**src/rtl/wb_intercon_pkg.sv**
```systemverilog
// Shared definitions for the parametrised Wishbone interconnect.
package wb_intercon_pkg;

  localparam int unsigned MAX_SLAVES = 8;
  localparam int unsigned ADR_W      = 32;
  localparam int unsigned CNT_W      = 16;

  typedef logic [1:0] state_t;

  localparam state_t IDLE   = 2'd0;
  localparam state_t ACTIVE = 2'd1;
  localparam state_t RESP   = 2'd2;
  localparam state_t ERR    = 2'd3;

  // True when the masked address equals the slave's base address.
  function automatic logic slave_match(input logic [ADR_W-1:0] adr,
                                       input logic [ADR_W-1:0] addr,
                                       input logic [ADR_W-1:0] mask);
    return (adr & mask) == addr;
  endfunction

endpackage

```
**src/rtl/wb_addr_decode.sv**
```systemverilog
// Combinational address decoder: one-hot grant, lowest matching index wins.
module wb_addr_decode
  import wb_intercon_pkg::*;
#(
  parameter int unsigned                 NUM_SLAVES = 4,
  parameter logic [NUM_SLAVES*ADR_W-1:0] SLAVE_ADDR = {NUM_SLAVES{32'h0}},
  parameter logic [NUM_SLAVES*ADR_W-1:0] SLAVE_MASK = {NUM_SLAVES{32'hFFFFFFFF}}
) (
  input  logic [ADR_W-1:0]      adr,
  output logic [NUM_SLAVES-1:0] grant,
  output logic                  hit
);

  // Priority scan from slave 0 upward; first match takes the grant.
  always_comb begin
    grant = '0;
    hit   = 1'b0;
    for (int unsigned k = 0; k < NUM_SLAVES; k++) begin
      if (!hit && slave_match(adr, SLAVE_ADDR[ADR_W*k +: ADR_W],
                              SLAVE_MASK[ADR_W*k +: ADR_W])) begin
        grant[k] = 1'b1;
        hit      = 1'b1;
      end
    end
  end

endmodule

```
**src/rtl/wb_intercon_n.sv**
```systemverilog
// Single-master Wishbone classic interconnect with address decode,
// bus watchdog and sticky fault-address capture.
module wb_intercon_n
  import wb_intercon_pkg::*;
#(
  parameter int unsigned                 DATA_WIDTH = 16,
  parameter int unsigned                 NUM_SLAVES = 4,
  parameter logic [NUM_SLAVES*ADR_W-1:0] SLAVE_ADDR = {NUM_SLAVES{32'h0}},
  parameter logic [NUM_SLAVES*ADR_W-1:0] SLAVE_MASK = {NUM_SLAVES{32'hFFFFFFFF}},
  parameter int unsigned                 TIMEOUT    = 255,
  localparam int unsigned                SEL_WIDTH  = DATA_WIDTH/8
) (
  input  logic                             clk_i,
  input  logic                             rst_i,
  input  logic [ADR_W-1:0]                 wbm_adr_i,
  input  logic [DATA_WIDTH-1:0]            wbm_dat_i,
  output logic [DATA_WIDTH-1:0]            wbm_dat_o,
  input  logic [SEL_WIDTH-1:0]             wbm_sel_i,
  input  logic                             wbm_we_i,
  input  logic                             wbm_cyc_i,
  input  logic                             wbm_stb_i,
  output logic                             wbm_ack_o,
  output logic                             wbm_err_o,
  output logic [ADR_W-1:0]                 wbs_adr_o,
  output logic [DATA_WIDTH-1:0]            wbs_dat_o,
  output logic [SEL_WIDTH-1:0]             wbs_sel_o,
  output logic                             wbs_we_o,
  output logic [NUM_SLAVES-1:0]            wbs_cyc_o,
  output logic [NUM_SLAVES-1:0]            wbs_stb_o,
  input  logic [NUM_SLAVES*DATA_WIDTH-1:0] wbs_dat_i,
  input  logic [NUM_SLAVES-1:0]            wbs_ack_i,
  output logic                             fault_o,
  output logic [ADR_W-1:0]                 fault_adr_o,
  input  logic                             fault_clr_i
);

  localparam logic [CNT_W-1:0] CNT_LAST = CNT_W'(TIMEOUT - 1);

  state_t                  state_q, state_n;
  logic                    ack_q, ack_n;
  logic                    err_q, err_n;
  logic [DATA_WIDTH-1:0]   rdat_q, rdat_n;
  logic [ADR_W-1:0]        adr_q, adr_n;
  logic [DATA_WIDTH-1:0]   wdat_q, wdat_n;
  logic [SEL_WIDTH-1:0]    sel_q, sel_n;
  logic                    we_q, we_n;
  logic [NUM_SLAVES-1:0]   grant_q, grant_n;
  logic [CNT_W-1:0]        cnt_q, cnt_n;
  logic                    fault_q, fault_n;
  logic [ADR_W-1:0]        fault_adr_q, fault_adr_n;

  logic [NUM_SLAVES-1:0]   dec_grant;
  logic                    dec_hit;
  logic                    ack_hit;
  logic [DATA_WIDTH-1:0]   slv_dat;

  wb_addr_decode #(
    .NUM_SLAVES (NUM_SLAVES),
    .SLAVE_ADDR (SLAVE_ADDR),
    .SLAVE_MASK (SLAVE_MASK)
  ) u_decode (
    .adr   (wbm_adr_i),
    .grant (dec_grant),
    .hit   (dec_hit)
  );

  // Only the granted slave's ack counts; others are ignored.
  assign ack_hit = |(wbs_ack_i & grant_q);

  // Read-data mux driven by the registered one-hot grant.
  always_comb begin
    slv_dat = '0;
    for (int unsigned k = 0; k < NUM_SLAVES; k++) begin
      if (grant_q[k]) slv_dat = slv_dat | wbs_dat_i[DATA_WIDTH*k +: DATA_WIDTH];
    end
  end

  // State register and all registered outputs.
  always_ff @(posedge clk_i) begin
    if (rst_i) begin
      state_q     <= IDLE;
      ack_q       <= 1'b0;
      err_q       <= 1'b0;
      rdat_q      <= '0;
      adr_q       <= '0;
      wdat_q      <= '0;
      sel_q       <= '0;
      we_q        <= 1'b0;
      grant_q     <= '0;
      cnt_q       <= '0;
      fault_q     <= 1'b0;
      fault_adr_q <= '0;
    end else begin
      state_q     <= state_n;
      ack_q       <= ack_n;
      err_q       <= err_n;
      rdat_q      <= rdat_n;
      adr_q       <= adr_n;
      wdat_q      <= wdat_n;
      sel_q       <= sel_n;
      we_q        <= we_n;
      grant_q     <= grant_n;
      cnt_q       <= cnt_n;
      fault_q     <= fault_n;
      fault_adr_q <= fault_adr_n;
    end
  end

  // Next-state and next-output logic; responses are one-cycle pulses.
  always_comb begin
    state_n     = state_q;
    ack_n       = 1'b0;
    err_n       = 1'b0;
    rdat_n      = rdat_q;
    adr_n       = adr_q;
    wdat_n      = wdat_q;
    sel_n       = sel_q;
    we_n        = we_q;
    grant_n     = grant_q;
    cnt_n       = cnt_q;
    fault_n     = fault_q;
    fault_adr_n = fault_adr_q;

    case (state_q)
      IDLE: begin
        if (wbm_cyc_i && wbm_stb_i) begin
          adr_n  = wbm_adr_i;
          wdat_n = wbm_dat_i;
          sel_n  = wbm_sel_i;
          we_n   = wbm_we_i;
          if (dec_hit) begin
            grant_n = dec_grant;
            cnt_n   = '0;
            state_n = ACTIVE;
          end else begin
            err_n   = 1'b1;
            state_n = ERR;
          end
        end
      end
      ACTIVE: begin
        if (!wbm_cyc_i) begin
          grant_n = '0;
          state_n = IDLE;
        end else if (ack_hit) begin
          if (!we_q) rdat_n = slv_dat;
          grant_n = '0;
          ack_n   = 1'b1;
          state_n = RESP;
        end else if (cnt_q == CNT_LAST) begin
          grant_n = '0;
          err_n   = 1'b1;
          state_n = ERR;
        end else begin
          cnt_n = cnt_q + CNT_W'(1);
        end
      end
      RESP:    state_n = IDLE;
      ERR:     state_n = IDLE;
      default: state_n = IDLE;
    endcase

    // Sticky fault flag: first fault address is kept, set beats clear.
    if (state_q == ERR) begin
      fault_n = 1'b1;
      if (!fault_q) fault_adr_n = adr_q;
    end else if (fault_clr_i) begin
      fault_n = 1'b0;
    end
  end

  assign wbm_ack_o   = ack_q;
  assign wbm_err_o   = err_q;
  assign wbm_dat_o   = rdat_q;
  assign wbs_adr_o   = adr_q;
  assign wbs_dat_o   = wdat_q;
  assign wbs_sel_o   = sel_q;
  assign wbs_we_o    = we_q;
  assign wbs_cyc_o   = grant_q;
  assign wbs_stb_o   = grant_q;
  assign fault_o     = fault_q;
  assign fault_adr_o = fault_adr_q;

endmodule

```
**config.mk**
```make
export PLATFORM = sky130hd
export DESIGN_NAME = wb_intercon_n
export DESIGN_NICKNAME = d
export VERILOG_FILES = /design/src/rtl/wb_intercon_pkg.sv /design/src/rtl/wb_addr_decode.sv /design/src/rtl/wb_intercon_n.sv
export SDC_FILE = /design/constraint.sdc
export NUM_CORES = 1
export LEC_CHECK = 0
export ABC_AREA = 1
export CORE_MARGIN = 2
export CORE_UTILIZATION = 37
export DETAILED_ROUTE_END_ITERATION = 10
export HOLD_SLACK_MARGIN = 0.1
export PLACE_DENSITY = 0.8
export SYNTH_ARGS = -nofsm -noshare
export SYNTH_HDL_FRONTEND = slang
export SYNTH_SLANG_ARGS = --single-unit
```
**constraint.sdc**
```tcl
create_clock -name clk_i -period 1.4 [get_ports clk_i]
set_clock_uncertainty 0.05 [all_clocks]
set_input_delay 0.28 -clock clk_i [delete_from_list [all_inputs] [get_ports clk_i]]
set_output_delay 0.28 -clock clk_i [all_outputs]
set_load 0.01 [all_outputs]
```
# After elaboration in Yosys (flattened, before gate mapping)
# Index checks and enable logic that the tools add are counted.
dict set report word_totals {
  ff_bits 124
  word_cells 89
}
dict set report op_classes {
  add_sub_neg 1
  n_eq_ne 10
  n_mux 38
  bitwise 8
  n_reduce_logical 20
}
# operator count
set ops {}
lappend ops {{2-to-1 mux 16 bit} 9}
lappend ops {{OR 16 bit} 3}
lappend ops {{zero test 32 bit} 1}
lappend ops {{case mux 16 bit (2 select lines)} 1}
lappend ops {{2-to-1 mux 4 bit} 5}
lappend ops {{adder 16 x 1 -> 16 bit, second input constant} 1}
lappend ops {{== test 16 x 8 -> 1 bit, second input constant} 1}
lappend ops {{2-to-1 mux 1 bit} 15}
lappend ops {{2-to-1 mux 2 bit} 5}
lappend ops {{inequality test 2 bit, second input constant} 5}
lappend ops {{case mux 4 bit (2 select lines)} 1}
lappend ops {{AND reduction 4 bit} 2}
lappend ops {{case mux 2 bit (3 select lines)} 1}
lappend ops {{AND reduction 2 bit} 3}
lappend ops {{AND reduction 6 bit} 1}
lappend ops {{AND 4 bit} 1}
lappend ops {{== test 2 bit, second input constant} 2}
lappend ops {{logical AND 1 bit} 4}
lappend ops {{inequality test 4 bit, second input constant} 1}
lappend ops {{NOT 1 bit} 4}
lappend ops {{nonzero test 2 bit} 2}
lappend ops {{OR reduction 4 bit} 1}
lappend ops {{zero test 1 bit} 3}
lappend ops {{OR reduction 3 bit} 1}
lappend ops {{4 further kinds} 4}

# Longest topological paths before layout
dict set report logic_depth {
  depth_word 14
  depth_mapped 12
  depth_no_buf 11
}

# By module
# Synthesis repeated with hierarchy kept, for this count alone.
dict set report hier_totals {
  cells_unflattened 769
  hier_area_um2 5554.1
}
# module n_inst cells_each area_each_um2
set by_module_without_submodules {}
lappend by_module_without_submodules {wb_intercon_n 1 733 5403.9}
lappend by_module_without_submodules {wb_addr_decode 1 36 150.1}

# Worst setup path after synthesis
# Ideal clock, no wire load.
dict set report synth_path {
  kind {register to register}
  start {reg cnt_q[0]}
  end {reg cnt_q[0]}
  arrival_ns 1.273
  path_slack_ns -0.037
  path_stages_with_launch 12
  n_path_buf 1
  cell_sequence {dfxtp_1 inv_1 ha_1 nand3_1 nor2_2 nand2_1 nand2_2 nand2_4 nand3_4 buf_6 a21oi_1 nor2_1}
}
dict set report synth_via {
  elab_chain_len 5
}
# element line_no
set synth_lines {}
lappend synth_lines {{start, declared} wb_intercon_n.sv:48} ;# logic [CNT_W-1:0] cnt_q, cnt_n;
lappend synth_lines {{start signal, assigned} wb_intercon_n.sv:103} ;# cnt_q <= cnt_n;
lappend synth_lines {{adder 16 x 1 -> 16 bit} wb_intercon_n.sv:155} ;# cnt_n = cnt_q + CNT_W'(1);
lappend synth_lines {{2-to-1 mux 16 bit} wb_intercon_n.sv:150} ;# end else if (cnt_q == CNT_LAST) begin
lappend synth_lines {{2-to-1 mux 16 bit} wb_intercon_n.sv:145} ;# end else if (ack_hit) begin
lappend synth_lines {{2-to-1 mux 16 bit} wb_intercon_n.sv:142} ;# if (!wbm_cyc_i) begin
lappend synth_lines {{case mux 16 bit (2 select lines)} wb_intercon_n.sv:124} ;# case (state_q)
# Several ways; a longest one is shown, not always the timed one. The select of a mux whose other input is x is not followed.
# A chain may end at the register's enable or synchronous reset.

# Final worst setup path
dict set report layout_path {
  start {reg state_q[0]}
  end {reg adr_q[29], in the netlist wbs_adr_o[29]}
}
dict set report layout_via {
  elab_chain_len 2
}
# element line_no
set layout_lines {}
lappend layout_lines {{start, declared} wb_intercon_n.sv:39} ;# state_t state_q, state_n;
lappend layout_lines {{start signal, assigned} wb_intercon_n.sv:94} ;# state_q <= state_n;
lappend layout_lines {{zero test 2 bit} wb_intercon_n.sv:124}
lappend layout_lines {{AND reduction 2 bit (no line)} --}
lappend layout_lines {{end signal, assigned} wb_intercon_n.sv:98} ;# adr_q <= adr_n;
lappend layout_lines {{end, declared} wb_intercon_n.sv:43} ;# logic [ADR_W-1:0] adr_q, adr_n;
# No other way between the ends.

==> impl_metrics.csv <==
group,metric,value,unit
drt,drc,0,
setup_path,crit_required,1680,ps
cells_and_area,synthToLayoutAreaGrowth,80.8,%
timing,setup_violations,71,
yosys,ys_seq_area_share,48.5,%
power_and_ir_drop,irDropWorstVdd,0.888,mV
cts,root_buffer,"clkbuf_16",
drt,drt_first_iter_violations,444,
setup_path,reg2reg_depth,9,
cells_and_area,finalNetCount,1089,
die,io_pins,234,
setup_path,path_class,"register to register",
die,rows,42,
setup_path,reg2reg_to,"wbs_adr_o[29]",
cells_and_area,final_design_area_no_fill,9030,um2
yosys,synth.avg_cell_area,7.13,um2
yosys,synth_warnings,0,
drt,via_per_inst,5.20,
yosys,synth_xor_area_share,0.526,%
drt,avgRoutedWirePerCell,17.5,um
cts,holdBufCountCts,0,
cells_and_area,nFillCells,914,
yosys,yosys.area_share.simple,30.7,%
yosys,muxShareOfSynthArea,0,%
cts,htreeDepth,4,
status,status,"complete, but fails checks",
cells_and_area,final_util,68.5,%
die,core,13200,um2
min_path,hp-start,"wbm_adr_i[16]",
placement,gp_congestion,0.816,
yosys,synthAdderAreaFrac,0.501,%
yosys,netlist_area,5000,um2
die,start_util,37.9,%
die,die_h,120,um
power_and_ir_drop,cellPowerDensity,1260,nW/um2
cts,path_clk_slew,60,ps
yosys,syn-instance-count,701,
setup_path,critPathArrivalTime,1920,ps
setup_path,r2r_slack,-250,ps
job,maxCapViolations,0,
cells_and_area,final-seq-area,2440,um2
timing,rsz0062_at_grt,"yes",
drt,first_pass_iters,4,
cts,cts_buffers,17,
cells_and_area,drive_gt1_share,33.9,%
global_route,gr-total-overflow,0,
placement,portBuffers,176,
placement,post-dp-hpwl,10500,um
power_and_ir_drop,power.leakage,4.01,nW
timing,finalHoldViolations,0,
cells_and_area,final_cells,1154,
timing,setup_slack,-246,ps
drt,via_count,6001,
min_path,holdCritPathClass,"input pin to register",
setup_path,critPathCaptureType,"register",
cells_and_area,multi_input_area,2990,um2
setup_path,r2r_start,"state_q[0]",
min_path,hold_depth,3,
timing,maxClockFrequency,0.608,GHz
die,die_area,14500,um2
global_route,grt_pass1_wl,28900,um
yosys,synth_compound_area_share,12.5,%
cts,clock_sinks,121,
drt,wirelength,20200,um
cts,insertion_delay,420,ps
cts,cts_max_path_buffers,2,
setup_path,startpoint_type,"register",
placement,place_area,7350,um2
timing,setup_tns,-7910,ps
yosys,synth-seq-cells,121,
timing,finalCriticalPeriod,1650,ps
yosys,yosys.cell_types.count,25,
global_route,track_usage,25.3,%
global_route,antenna_found_initial,1,
die,dieWidth,120,um
timing,finalCritPeriodShare,118,%
status,violations,"negative setup slack",
min_path,whs_endpoint,"wbs_adr_o[16]",
timing,slew_viol_final,0,
yosys,synth_top_family_by_area,"simple AND/OR/NAND/NOR gates",
global_route,grt_pass1_vias,5862,
global_route,grt_max_degree,53,
placement,dp.cells,1080,
cts,cts_tree,"yes",
setup_path,cp_max_fo,5,
drt,ant_nets,0,
## sequential cells by signal, summed over array words and instances, names as in the netlist
register	count
fault_adr_o	32
wbm_dat_o	16
wbs_dat_o	16
fault_o	1
wbs_sel_o	2
wbs_cyc_o	1
cnt_q	16
wbs_adr_o	32
wbs_we_o	1
wbm_err_o	1
state_q	2
wbm_ack_o	1
## logic make-up after synthesis
family,count (synthesis)
and+or+nand+nor,376
xor gates and xnor gates,3
other,1
adders and majority gates,2
DFF,121
AOI/OAI and AO/OA,122
buffers and inverters,76
## how the worst max path moves through the flow
stage	startpoint	to	cells after the start
2_1_floorplan	cnt_q[0]	cnt_q[0]	11
3_3_place_gp	wbm_adr_i[3]	cnt_q[0]	9
5_1_grt	state_q[0]	wbs_adr_o[29]	9
6_report	state_q[0]	wbs_adr_o[29]	9
3_5_place_dp	wbm_adr_i[6]	cnt_q[0]	10
4_1_cts	cnt_q[1]	cnt_q[13]	11
## report_power, final
part           switching, W  internal, W  total, W
Sequential         0.000215      0.00376   0.00397
Clock               0.00165      0.00260   0.00425
Combinational       0.00173      0.00147   0.00320
Total               0.00359      0.00782    0.0114
## layout make-up
type                    count  area share (%)
repair buffers            282            29.8
clock inverters            13            1.44
diodes                      2          0.0554
clock buffers              19            4.79
flip-flops and latches    121            27.0
well taps                 176            2.44
multi-input cells         512            33.1
inverters                  29            1.37
## cell usage in the layout (no fill, tap or decap), types with 14 or more instances in the layout
cell type        instances
buf_4                   66
nand2_2                 20
nand2_1                 74
clkbuf_16               18
dfxtp_1                107
inv_1                   22
a21oi_1                 23
o21ai_2                 23
clkdlybuf4s15_1         26
buf_6                   20
nand3_1                 23
dlygate4sd2_1           69
clkdlybuf4s50_1         40
clkbuf_2                28
nand4_1                 14
nor2_4                  57
o21ai_0                 57
nor2_1                 164
## per-layer routing
layer	global-route usage, %	vias to the layer above	wire, um
met3	8.35	85	1760
met1	29.5	2810	7730
li1	-	2773	-
met4	11.0	0	922
met5	0	-	0
met2	42.5	333	9760
## cell usage after synthesis (all sizes together)
| library cell | instances | area [um2] |
|---|---|---|
| nor2 | 234 | 901 |
| nand4 | 14 | 87.6 |
| conb | 1 | 3.75 |
| a21oi | 32 | 160 |
| dfxtp | 121 | 2420 |
| o21bai | 1 | 7.51 |
| nand2 | 97 | 379 |
| inv | 29 | 109 |
| nor3 | 1 | 5.00 |
| nand3 | 30 | 163 |
| clkbuf | 29 | 109 |
| o21ai | 89 | 457 |
| xnor2 | 3 | 26.3 |
| ha | 2 | 25.0 |
| buf | 18 | 143 |
## through the flow
| stage | total power [W] | hold slack (ps) | setup WS, ps |
|---|---|---|---|
| 6_report | 0.0114 | 112 | -246 |
| 5_1_grt | 0.0118 | 135 | -298 |
| 4_1_cts | 0.0110 | 167 | -159 |
| 3_5_place_dp | 0.00617 | 407 | -691 |
| 3_3_place_gp | 0.00614 | 402 | -642 |
| 2_1_floorplan | 0.00500 | 365 | -4.62 |
## critical path: stages, from the launching register on
cell     delay [ps]
dfxtp_2         330
buf_6           110
nor2_4          160
inv_2            80
nor2_4          160
buf_6           130
buf_6           130
buf_12          130
o21ai_2          60
nor2_1          220
## timing repair
action                     CTS  global route
gates resized for setup    292           230
buffers inserted            27             7
cloned                      13             1
setup endpoints to repair  174           174
pin swaps                   67            71
(Power assumes the default switching activity.)
